**src/rtl/debug_run_ctrl_if.sv**
```systemverilog
// Signal bundle between the debug run controller and the UART, instruction memory and pipeline.
// Handshakes: i_rx_valid is a one-cycle pulse that is always accepted (there is no ready);
// o_tx_start is a one-cycle pulse raised only in a cycle after i_tx_busy was sampled low.
interface debug_run_ctrl_if #(
  parameter int ADDR_W = 10
);
  logic [7:0]        i_rx_data;
  logic              i_rx_valid;
  logic              i_tx_busy;
  logic [7:0]        o_tx_data;
  logic              o_tx_start;
  logic              o_imem_wr_en;
  logic [ADDR_W-1:0] o_imem_wr_addr;
  logic [7:0]        o_imem_wr_data;
  logic              i_halt_wb;
  logic              o_mips_en;
  logic              o_mips_rst;
  logic [2:0]        o_state;
  logic [31:0]       o_cycle_cnt;
  logic [ADDR_W-2:0] o_load_words;
  logic              o_load_ovf;

  modport master (
    input  i_rx_data, i_rx_valid, i_tx_busy, i_halt_wb,
    output o_tx_data, o_tx_start, o_imem_wr_en, o_imem_wr_addr, o_imem_wr_data,
           o_mips_en, o_mips_rst, o_state, o_cycle_cnt, o_load_words, o_load_ovf
  );

  modport slave (
    output i_rx_data, i_rx_valid, i_tx_busy, i_halt_wb,
    input  o_tx_data, o_tx_start, o_imem_wr_en, o_imem_wr_addr, o_imem_wr_data,
           o_mips_en, o_mips_rst, o_state, o_cycle_cnt, o_load_words, o_load_ovf
  );
endinterface

```
**src/rtl/debug_run_ctrl.sv**
```systemverilog
// Debug sequencer for the MIPS core: UART command decode, program load, RUN/STEP gating
// of the pipeline and reporting of the executed-cycle count over the UART.
module debug_run_ctrl #(
  parameter int          ADDR_W    = 10,
  parameter logic [31:0] HALT_WORD = 32'hFFFFFFFF,
  parameter logic [7:0]  CMD_LOAD  = 8'h4C,
  parameter logic [7:0]  CMD_RUN   = 8'h52,
  parameter logic [7:0]  CMD_STEP  = 8'h53
) (
  input logic clk,
  input logic rst,
  debug_run_ctrl_if.master bus
);
  typedef enum logic [2:0] {
    S_IDLE = 3'd0, S_LOAD = 3'd1, S_RUN = 3'd2, S_STEP = 3'd3, S_REPORT = 3'd4
  } state_t;

  localparam logic [ADDR_W-1:0] ADDR_MAX = {ADDR_W{1'b1}};

  state_t            state_q, state_d;
  logic [ADDR_W-1:0] addr_q, addr_d, wr_addr_q, wr_addr_d;
  logic [ADDR_W-2:0] words_q, words_d;
  logic [31:0]       window_q, window_d, cnt_q, cnt_d;
  logic [7:0]        wr_data_q, wr_data_d, tx_data_q, tx_data_d;
  logic [2:0]        tx_cnt_q, tx_cnt_d;
  logic              ovf_q, ovf_d, wr_en_q, wr_en_d, tx_start_q, tx_start_d;
  logic              skip_q, skip_d, pulse_q, pulse_d, en_q, en_d, mrst_q, mrst_d;

  logic [31:0] word_next;
  logic        halt_hit, at_end, halt_seen;

  assign word_next = {window_q[23:0], bus.i_rx_data};
  assign halt_hit  = (addr_q[1:0] == 2'd3) && (word_next == HALT_WORD);
  assign at_end    = (addr_q == ADDR_MAX);
  // halt_wb is only meaningful while the pipeline is actually enabled
  assign halt_seen = en_q && bus.i_halt_wb;

  always_ff @(posedge clk) begin
    if (rst) begin
      state_q    <= S_IDLE;
      addr_q     <= '0;
      wr_addr_q  <= '0;
      words_q    <= '0;
      window_q   <= '0;
      cnt_q      <= '0;
      wr_data_q  <= '0;
      tx_data_q  <= '0;
      tx_cnt_q   <= '0;
      ovf_q      <= 1'b0;
      wr_en_q    <= 1'b0;
      tx_start_q <= 1'b0;
      skip_q     <= 1'b0;
      pulse_q    <= 1'b0;
      en_q       <= 1'b0;
      mrst_q     <= 1'b1;
    end else begin
      state_q    <= state_d;
      addr_q     <= addr_d;
      wr_addr_q  <= wr_addr_d;
      words_q    <= words_d;
      window_q   <= window_d;
      cnt_q      <= cnt_d;
      wr_data_q  <= wr_data_d;
      tx_data_q  <= tx_data_d;
      tx_cnt_q   <= tx_cnt_d;
      ovf_q      <= ovf_d;
      wr_en_q    <= wr_en_d;
      tx_start_q <= tx_start_d;
      skip_q     <= skip_d;
      pulse_q    <= pulse_d;
      en_q       <= en_d;
      mrst_q     <= mrst_d;
    end
  end

  always_comb begin
    state_d = state_q;
    case (state_q)
      S_IDLE: begin
        if (bus.i_rx_valid) begin
          if (bus.i_rx_data == CMD_LOAD)      state_d = S_LOAD;
          else if (bus.i_rx_data == CMD_RUN)  state_d = S_RUN;
          else if (bus.i_rx_data == CMD_STEP) state_d = S_STEP;
        end
      end
      S_LOAD:   if (bus.i_rx_valid && (halt_hit || at_end)) state_d = S_IDLE;
      S_RUN:    if (halt_seen) state_d = S_REPORT;
      S_STEP: begin
        if (halt_seen) state_d = S_REPORT;
        else if (bus.i_rx_valid && bus.i_rx_data == CMD_RUN) state_d = S_RUN;
      end
      S_REPORT: if (!skip_q && !bus.i_tx_busy && tx_cnt_q == 3'd4) state_d = S_IDLE;
      default:  state_d = S_IDLE;
    endcase
  end

  always_comb begin
    addr_d     = addr_q;
    wr_addr_d  = wr_addr_q;
    words_d    = words_q;
    window_d   = window_q;
    cnt_d      = cnt_q;
    wr_data_d  = wr_data_q;
    tx_data_d  = tx_data_q;
    tx_cnt_d   = tx_cnt_q;
    ovf_d      = ovf_q;
    skip_d     = skip_q;
    wr_en_d    = 1'b0;
    tx_start_d = 1'b0;
    pulse_d    = 1'b0;

    if (en_q && cnt_q != 32'hFFFFFFFF) cnt_d = cnt_q + 32'd1;

    case (state_q)
      S_IDLE: begin
        if (bus.i_rx_valid) begin
          if (bus.i_rx_data == CMD_LOAD) begin
            addr_d   = '0;
            words_d  = '0;
            ovf_d    = 1'b0;
            window_d = '0;
          end else if (bus.i_rx_data == CMD_RUN) begin
            cnt_d = '0;
          end else if (bus.i_rx_data == CMD_STEP) begin
            cnt_d   = '0;
            pulse_d = 1'b1;
          end
        end
      end
      S_LOAD: begin
        if (bus.i_rx_valid) begin
          wr_en_d   = 1'b1;
          wr_addr_d = addr_q;
          wr_data_d = bus.i_rx_data;
          window_d  = word_next;
          if (addr_q[1:0] == 2'd3) words_d = words_q + 1'b1;
          if (!halt_hit) begin
            if (at_end) ovf_d  = 1'b1;
            else        addr_d = addr_q + 1'b1;
          end
        end
      end
      S_STEP: begin
        if (bus.i_rx_valid && !halt_seen && bus.i_rx_data == CMD_STEP) pulse_d = 1'b1;
      end
      S_REPORT: begin
        // one dead cycle after each start lets the UART raise busy before it is checked again
        if (skip_q) begin
          skip_d = 1'b0;
        end else if (!bus.i_tx_busy && tx_cnt_q != 3'd4) begin
          tx_start_d = 1'b1;
          skip_d     = 1'b1;
          tx_cnt_d   = tx_cnt_q + 3'd1;
          case (tx_cnt_q[1:0])
            2'd0:    tx_data_d = cnt_q[31:24];
            2'd1:    tx_data_d = cnt_q[23:16];
            2'd2:    tx_data_d = cnt_q[15:8];
            default: tx_data_d = cnt_q[7:0];
          endcase
        end
      end
      default: ;
    endcase

    if (state_q != S_REPORT && state_d == S_REPORT) begin
      tx_cnt_d = '0;
      skip_d   = 1'b0;
    end

    en_d   = (state_d == S_RUN) || (state_d == S_STEP && pulse_d);
    mrst_d = (state_d == S_IDLE);
  end

  assign bus.o_state        = state_q;
  assign bus.o_mips_en      = en_q;
  assign bus.o_mips_rst     = mrst_q;
  assign bus.o_cycle_cnt    = cnt_q;
  assign bus.o_imem_wr_en   = wr_en_q;
  assign bus.o_imem_wr_addr = wr_addr_q;
  assign bus.o_imem_wr_data = wr_data_q;
  assign bus.o_tx_start     = tx_start_q;
  assign bus.o_tx_data      = tx_data_q;
  assign bus.o_load_words   = words_q;
  assign bus.o_load_ovf     = ovf_q;
endmodule
```
**src/flat_wrapper.sv**
```systemverilog
// flat-port wrapper written by rule: the top's interface ports become plain ports
module debug_run_ctrl_flat 
#(
  parameter int          ADDR_W    = 10,
  parameter logic [31:0] HALT_WORD = 32'hFFFFFFFF,
  parameter logic [7:0]  CMD_LOAD  = 8'h4C,
  parameter logic [7:0]  CMD_RUN   = 8'h52,
  parameter logic [7:0]  CMD_STEP  = 8'h53
)
  (clk, rst, bus_i_rx_data, bus_i_rx_valid, bus_i_tx_busy, bus_i_halt_wb, bus_o_tx_data, bus_o_tx_start, bus_o_imem_wr_en, bus_o_imem_wr_addr, bus_o_imem_wr_data, bus_o_mips_en, bus_o_mips_rst, bus_o_state, bus_o_cycle_cnt, bus_o_load_words, bus_o_load_ovf);
  debug_run_ctrl_if #(.ADDR_W(ADDR_W)) bus_i ();
  input logic clk;
  input logic rst;
  input wire logic [$bits(bus_i.i_rx_data)-1:0] bus_i_rx_data;
  input wire logic [$bits(bus_i.i_rx_valid)-1:0] bus_i_rx_valid;
  input wire logic [$bits(bus_i.i_tx_busy)-1:0] bus_i_tx_busy;
  input wire logic [$bits(bus_i.i_halt_wb)-1:0] bus_i_halt_wb;
  output wire logic [$bits(bus_i.o_tx_data)-1:0] bus_o_tx_data;
  output wire logic [$bits(bus_i.o_tx_start)-1:0] bus_o_tx_start;
  output wire logic [$bits(bus_i.o_imem_wr_en)-1:0] bus_o_imem_wr_en;
  output wire logic [$bits(bus_i.o_imem_wr_addr)-1:0] bus_o_imem_wr_addr;
  output wire logic [$bits(bus_i.o_imem_wr_data)-1:0] bus_o_imem_wr_data;
  output wire logic [$bits(bus_i.o_mips_en)-1:0] bus_o_mips_en;
  output wire logic [$bits(bus_i.o_mips_rst)-1:0] bus_o_mips_rst;
  output wire logic [$bits(bus_i.o_state)-1:0] bus_o_state;
  output wire logic [$bits(bus_i.o_cycle_cnt)-1:0] bus_o_cycle_cnt;
  output wire logic [$bits(bus_i.o_load_words)-1:0] bus_o_load_words;
  output wire logic [$bits(bus_i.o_load_ovf)-1:0] bus_o_load_ovf;
  assign bus_i.i_rx_data = bus_i_rx_data;
  assign bus_i.i_rx_valid = bus_i_rx_valid;
  assign bus_i.i_tx_busy = bus_i_tx_busy;
  assign bus_i.i_halt_wb = bus_i_halt_wb;
  assign bus_o_tx_data = bus_i.o_tx_data;
  assign bus_o_tx_start = bus_i.o_tx_start;
  assign bus_o_imem_wr_en = bus_i.o_imem_wr_en;
  assign bus_o_imem_wr_addr = bus_i.o_imem_wr_addr;
  assign bus_o_imem_wr_data = bus_i.o_imem_wr_data;
  assign bus_o_mips_en = bus_i.o_mips_en;
  assign bus_o_mips_rst = bus_i.o_mips_rst;
  assign bus_o_state = bus_i.o_state;
  assign bus_o_cycle_cnt = bus_i.o_cycle_cnt;
  assign bus_o_load_words = bus_i.o_load_words;
  assign bus_o_load_ovf = bus_i.o_load_ovf;
  debug_run_ctrl #(.ADDR_W(ADDR_W), .HALT_WORD(HALT_WORD), .CMD_LOAD(CMD_LOAD), .CMD_RUN(CMD_RUN), .CMD_STEP(CMD_STEP)) u_core (.clk(clk), .rst(rst), .bus(bus_i));
endmodule
```
**config.mk**
```make
export PLATFORM = sky130hd
export DESIGN_NAME = debug_run_ctrl_flat
export DESIGN_NICKNAME = d
export VERILOG_FILES = /design/src/rtl/debug_run_ctrl_if.sv /design/src/rtl/debug_run_ctrl.sv /design/src/flat_wrapper.sv
export SDC_FILE = /design/constraint.sdc
export NUM_CORES = 1
export LEC_CHECK = 0
export ABC_AREA = 0
export CAP_MARGIN = 15
export CORE_AREA = 2 2 103 105
export CTS_CLUSTER_SIZE = 30
export DETAILED_ROUTE_END_ITERATION = 8
export DIE_AREA = 0 0 105 107
export PLACE_DENSITY = 0.89
export REMOVE_ABC_BUFFERS = 1
export SLEW_MARGIN = 20
export SYNTH_ARGS = -nofsm -noshare
export SYNTH_HDL_FRONTEND = slang
export SYNTH_SLANG_ARGS = --single-unit
```
**constraint.sdc**
```tcl
create_clock -name clk -period 2.1 [get_ports clk]
set_input_delay 0.42 -clock clk [delete_from_list [all_inputs] [get_ports clk]]
set_output_delay 0.42 -clock clk [all_outputs]
set_load 0.005 [all_outputs]
```
==> metrics, run 1 <==
status=completed; Max VDD drop=459 uV; Port Buffer Count=87; vias in the first global route=5225; Bufs on Longest Clock Path=2; antenna violations before repair=0; f_max=492 MHz; mean post-synth cell area=8.73 sq um; GRT Resource Usage Total=0.270; via count=5424; 1st-pass router iterations=7; Hold Vio Cnt, Final=0; Clk pwr share=0.528; Num CTS Buffers=17; # setup viols final=0; min setup slack post-route=0.0661 ns; Vias/cell=6.06; placed cells=864; die height=107 microns; Critical R2R Capture=u_core.bus.o_cycle_cnt[29]$_SDFF_PP0_; Worst setup SP type=flip-flop; Iteration-0 DRC Markers=468; I/O pins=88; Antenna diodes=0; Placeable Area=10100 sq um; Nets=767; commonest cells after routing, fill and taps aside=dfxtp_1 (113), clkdlybuf4s50_1 (87), nand2_1 (76); share of layout cells above drive strength 1=0.173; slew of the pin with the lowest slew margin=0.490 ns; critical path type=reg -> out; Rows=37; largest net degree at the start of global routing=26; Clock Sinks=113; Post-Layout Inst Area=7270 sq um; unrepaired setup endpoints after global routing=no; DRT Wirelength=15.2 mm; Non-Filler Instances=895; CP Max Fanout=7; Overflow after GRT=0; Ys Warns=0; Routed WL per cell=17.0 microns; Post-synth top flop=dfxtp_1; hold endpoint=u_core.bus.o_imem_wr_addr[3]$_SDFFE_PP0P_; Chip Width=105 microns; Synth Register Bits=113; H-Tree Level Count=4; Final Skew=0.0106 ns; final slew viol count=0; post-route clock period utilization=0.969; Slew headroom=0.670; register area share after synthesis=0.430; Placed Area=6730 sq um; Worst R2R Start=u_core.bus.o_cycle_cnt[28]$_SDFF_PP0_; switching pwr=1050 uW; combinational power share=0.031; Worst EP required=1.68 ns; first-pass GRT wire length=24.5 mm; hold path start=u_core.bus.o_imem_wr_addr[3]$_SDFFE_PP0P_; initial core utilization=0.521; worst min-delay path category=reg -> reg; max-cap violation count=0; Placer Congestion=0.917; area grow syn2layout=38.1%; reg-to-reg setup timing slack=0.12 ns; die area=11200 sq um; Synth Cell Area=5260 sq um; sequential share of power=0.441; dpl hpwl=11.0 mm; R2R cell count=6; share of flip-flops with an asynchronous set or reset=0; CTS tree=built; Final min period=2.03 ns; worst path arrival time=1.61 ns; internal power=3820 uW; Setup crit end kind=primary output; Antenna Violating Nets Remaining=0; switching share of power=0.216; power consumption=4880 uW; Yosys cell types=65; clock latency on the worst-skew pair=0.51 ns; pre-CTS setup slack=-0.442 ns; drt drc=0; hold_buf cts=0; most common cell after layout, fill and taps aside=dfxtp_1; worst hold slack=0.456 ns; instance count of the mapped netlist=603; P_leak=0.00266 uW; root buf cell=clkbuf_8; EDFF count, synth=0; Clk pin slew, worst setup/hold paths=0.05 ns; Pwr Density=671 nW/um^2; Hold Crit Depth=2
[what timing repair did]
item | CTS | global route
setup endpoints to repair | 0 | 6
buffers inserted | 0 | 0
resized for setup | 0 | 1
[flip-flops by register name (all words and copies together) (netlist names)]
register	count
u_core.addr_q	10
u_core.bus.o_load_words	9
u_core.bus.o_mips_rst	1
u_core.bus.o_imem_wr_addr	10
u_core.bus.o_load_ovf	1
u_core.bus.o_tx_start	1
u_core.window_q	24
u_core.bus.o_imem_wr_en	1
u_core.bus.o_tx_data	8
u_core.skip_q	1
u_core.bus.o_state	3
u_core.bus.o_imem_wr_data	8
u_core.bus.o_cycle_cnt	32
u_core.tx_cnt_q	3
u_core.bus.o_mips_en	1
[power groups by stage]
| stage | Clock, uW | Combinational (uW) | Sequential (uW) |
|---|---|---|---|
| global placement | 0 | 147 | 2190 |
| floorplan | 0 | 43.5 | 2200 |
| global route | 2720 | 163 | 2150 |
| finish | 2570 | 153 | 2150 |
| detailed placement | 0 | 149 | 2200 |
| CTS | 2610 | 150 | 2150 |
[per-stage QoR]
stage,setup TNS [ns],util
after floorplan,-3.86,-
after global placement,-7.50,0.667
after detailed placement,-8.61,0.667
after CTS,0,0.720
after global routing,0,0.720
final,0,0.720
[worst max-delay path: stages (launching register included)]
cell and delay [ns]:
dfxtp_1 0.40, buf_4 0.18, clkdlybuf4s50_1 0.52
[cell families after synthesis]
logic type	after synthesis	synth area share
DFF	113	0.430
buffers and inverters	47	0.0418
AOI/OAI and AO/OA	155	0.205
muxes	10	0.0190
adders and majority gates	7	0.0166
xor gates and xnor gates	15	0.0250
and+or+nand+nor	256	0.263
[how the worst max path moves through the flow]
stage                                           from                             to  slack, ns  cells after the start
floorplan                           bus_i_rx_data[3]  u_core.addr_q[4]$_SDFFE_PP0P_      -0.22                      5
global placement                    bus_i_rx_data[3]  u_core.addr_q[8]$_SDFFE_PP0P_      -0.44                      8
detailed placement                  bus_i_rx_data[3]  u_core.addr_q[8]$_SDFFE_PP0P_      -0.44                      8
CTS                                 bus_i_rx_data[3]  u_core.addr_q[8]$_SDFFE_PP0P_       0.05                      8
global route        u_core.bus.o_state[1]$_SDFF_PP0_                 bus_o_state[1]      0.006                      2
finish              u_core.bus.o_state[1]$_SDFF_PP0_                 bus_o_state[1]       0.07                      2
[Yosys cell counts (all sizes together), types with 2 or more instances]
library cell | count | area share
or4b | 2 | 0.0038
o311ai | 2 | 0.0033
nor4 | 5 | 0.0088
o31a | 3 | 0.0050
and4 | 4 | 0.0067
xnor2 | 4 | 0.0067
a21o | 3 | 0.0043
ha | 7 | 0.017
dfxtp | 113 | 0.43
nor3 | 10 | 0.010
or4 | 16 | 0.024
and2 | 7 | 0.0083
o21a | 5 | 0.0071
o31ai | 12 | 0.017
nand2 | 76 | 0.054
a222oi | 8 | 0.015
clkbuf | 20 | 0.014
a2111oi | 2 | 0.0036
a21oi | 54 | 0.056
or2 | 6 | 0.0071
nor2 | 42 | 0.030
mux2i | 10 | 0.019
nand4b | 3 | 0.0050
o21ai | 25 | 0.024
and3 | 8 | 0.0095
a211oi | 2 | 0.0029
o211ai | 3 | 0.0043
or3 | 11 | 0.013
o2111ai | 3 | 0.0062
xor2 | 11 | 0.018
nor4b | 3 | 0.0078
and4b | 2 | 0.0038
a22o | 24 | 0.040
nand3 | 26 | 0.025
inv | 8 | 0.0057
buf | 19 | 0.022
nand4 | 31 | 0.040
a31o | 4 | 0.0067
[per-layer routing]
layer / global-route usage / part of all wire / vias to the layer above / wire, microns
li1: - / - / 2541 / -
met1: 0.309 / 0.40 / 2545 / 6120
met2: 0.478 / 0.50 / 293 / 7560
met3: 0.0705 / 0.075 / 45 / 1140
met4: 0.114 / 0.026 / 0 / 400
met5: 0 / 0 / - / 0
[area by class of cell]
cell class / instances / area [sq um]
Multi-Input combinational cell: 443 / 2790
Clock buffer: 20 / 445
Fill cell: 742 / 2820
Inverter: 8 / 30.0
Timing Repair Buffer: 164 / 1490
Sequential cell: 113 / 2260
Clock inverter: 11 / 90.1
Tap cell: 136 / 170
(Power assumes the default switching activity.)
==> run 2: changes to the inputs <==
CTS_CLUSTER_SIZE = default   (was 30)
==> results of run 2 <==
Final layout, timing and power as in run 1 (identical DEF).
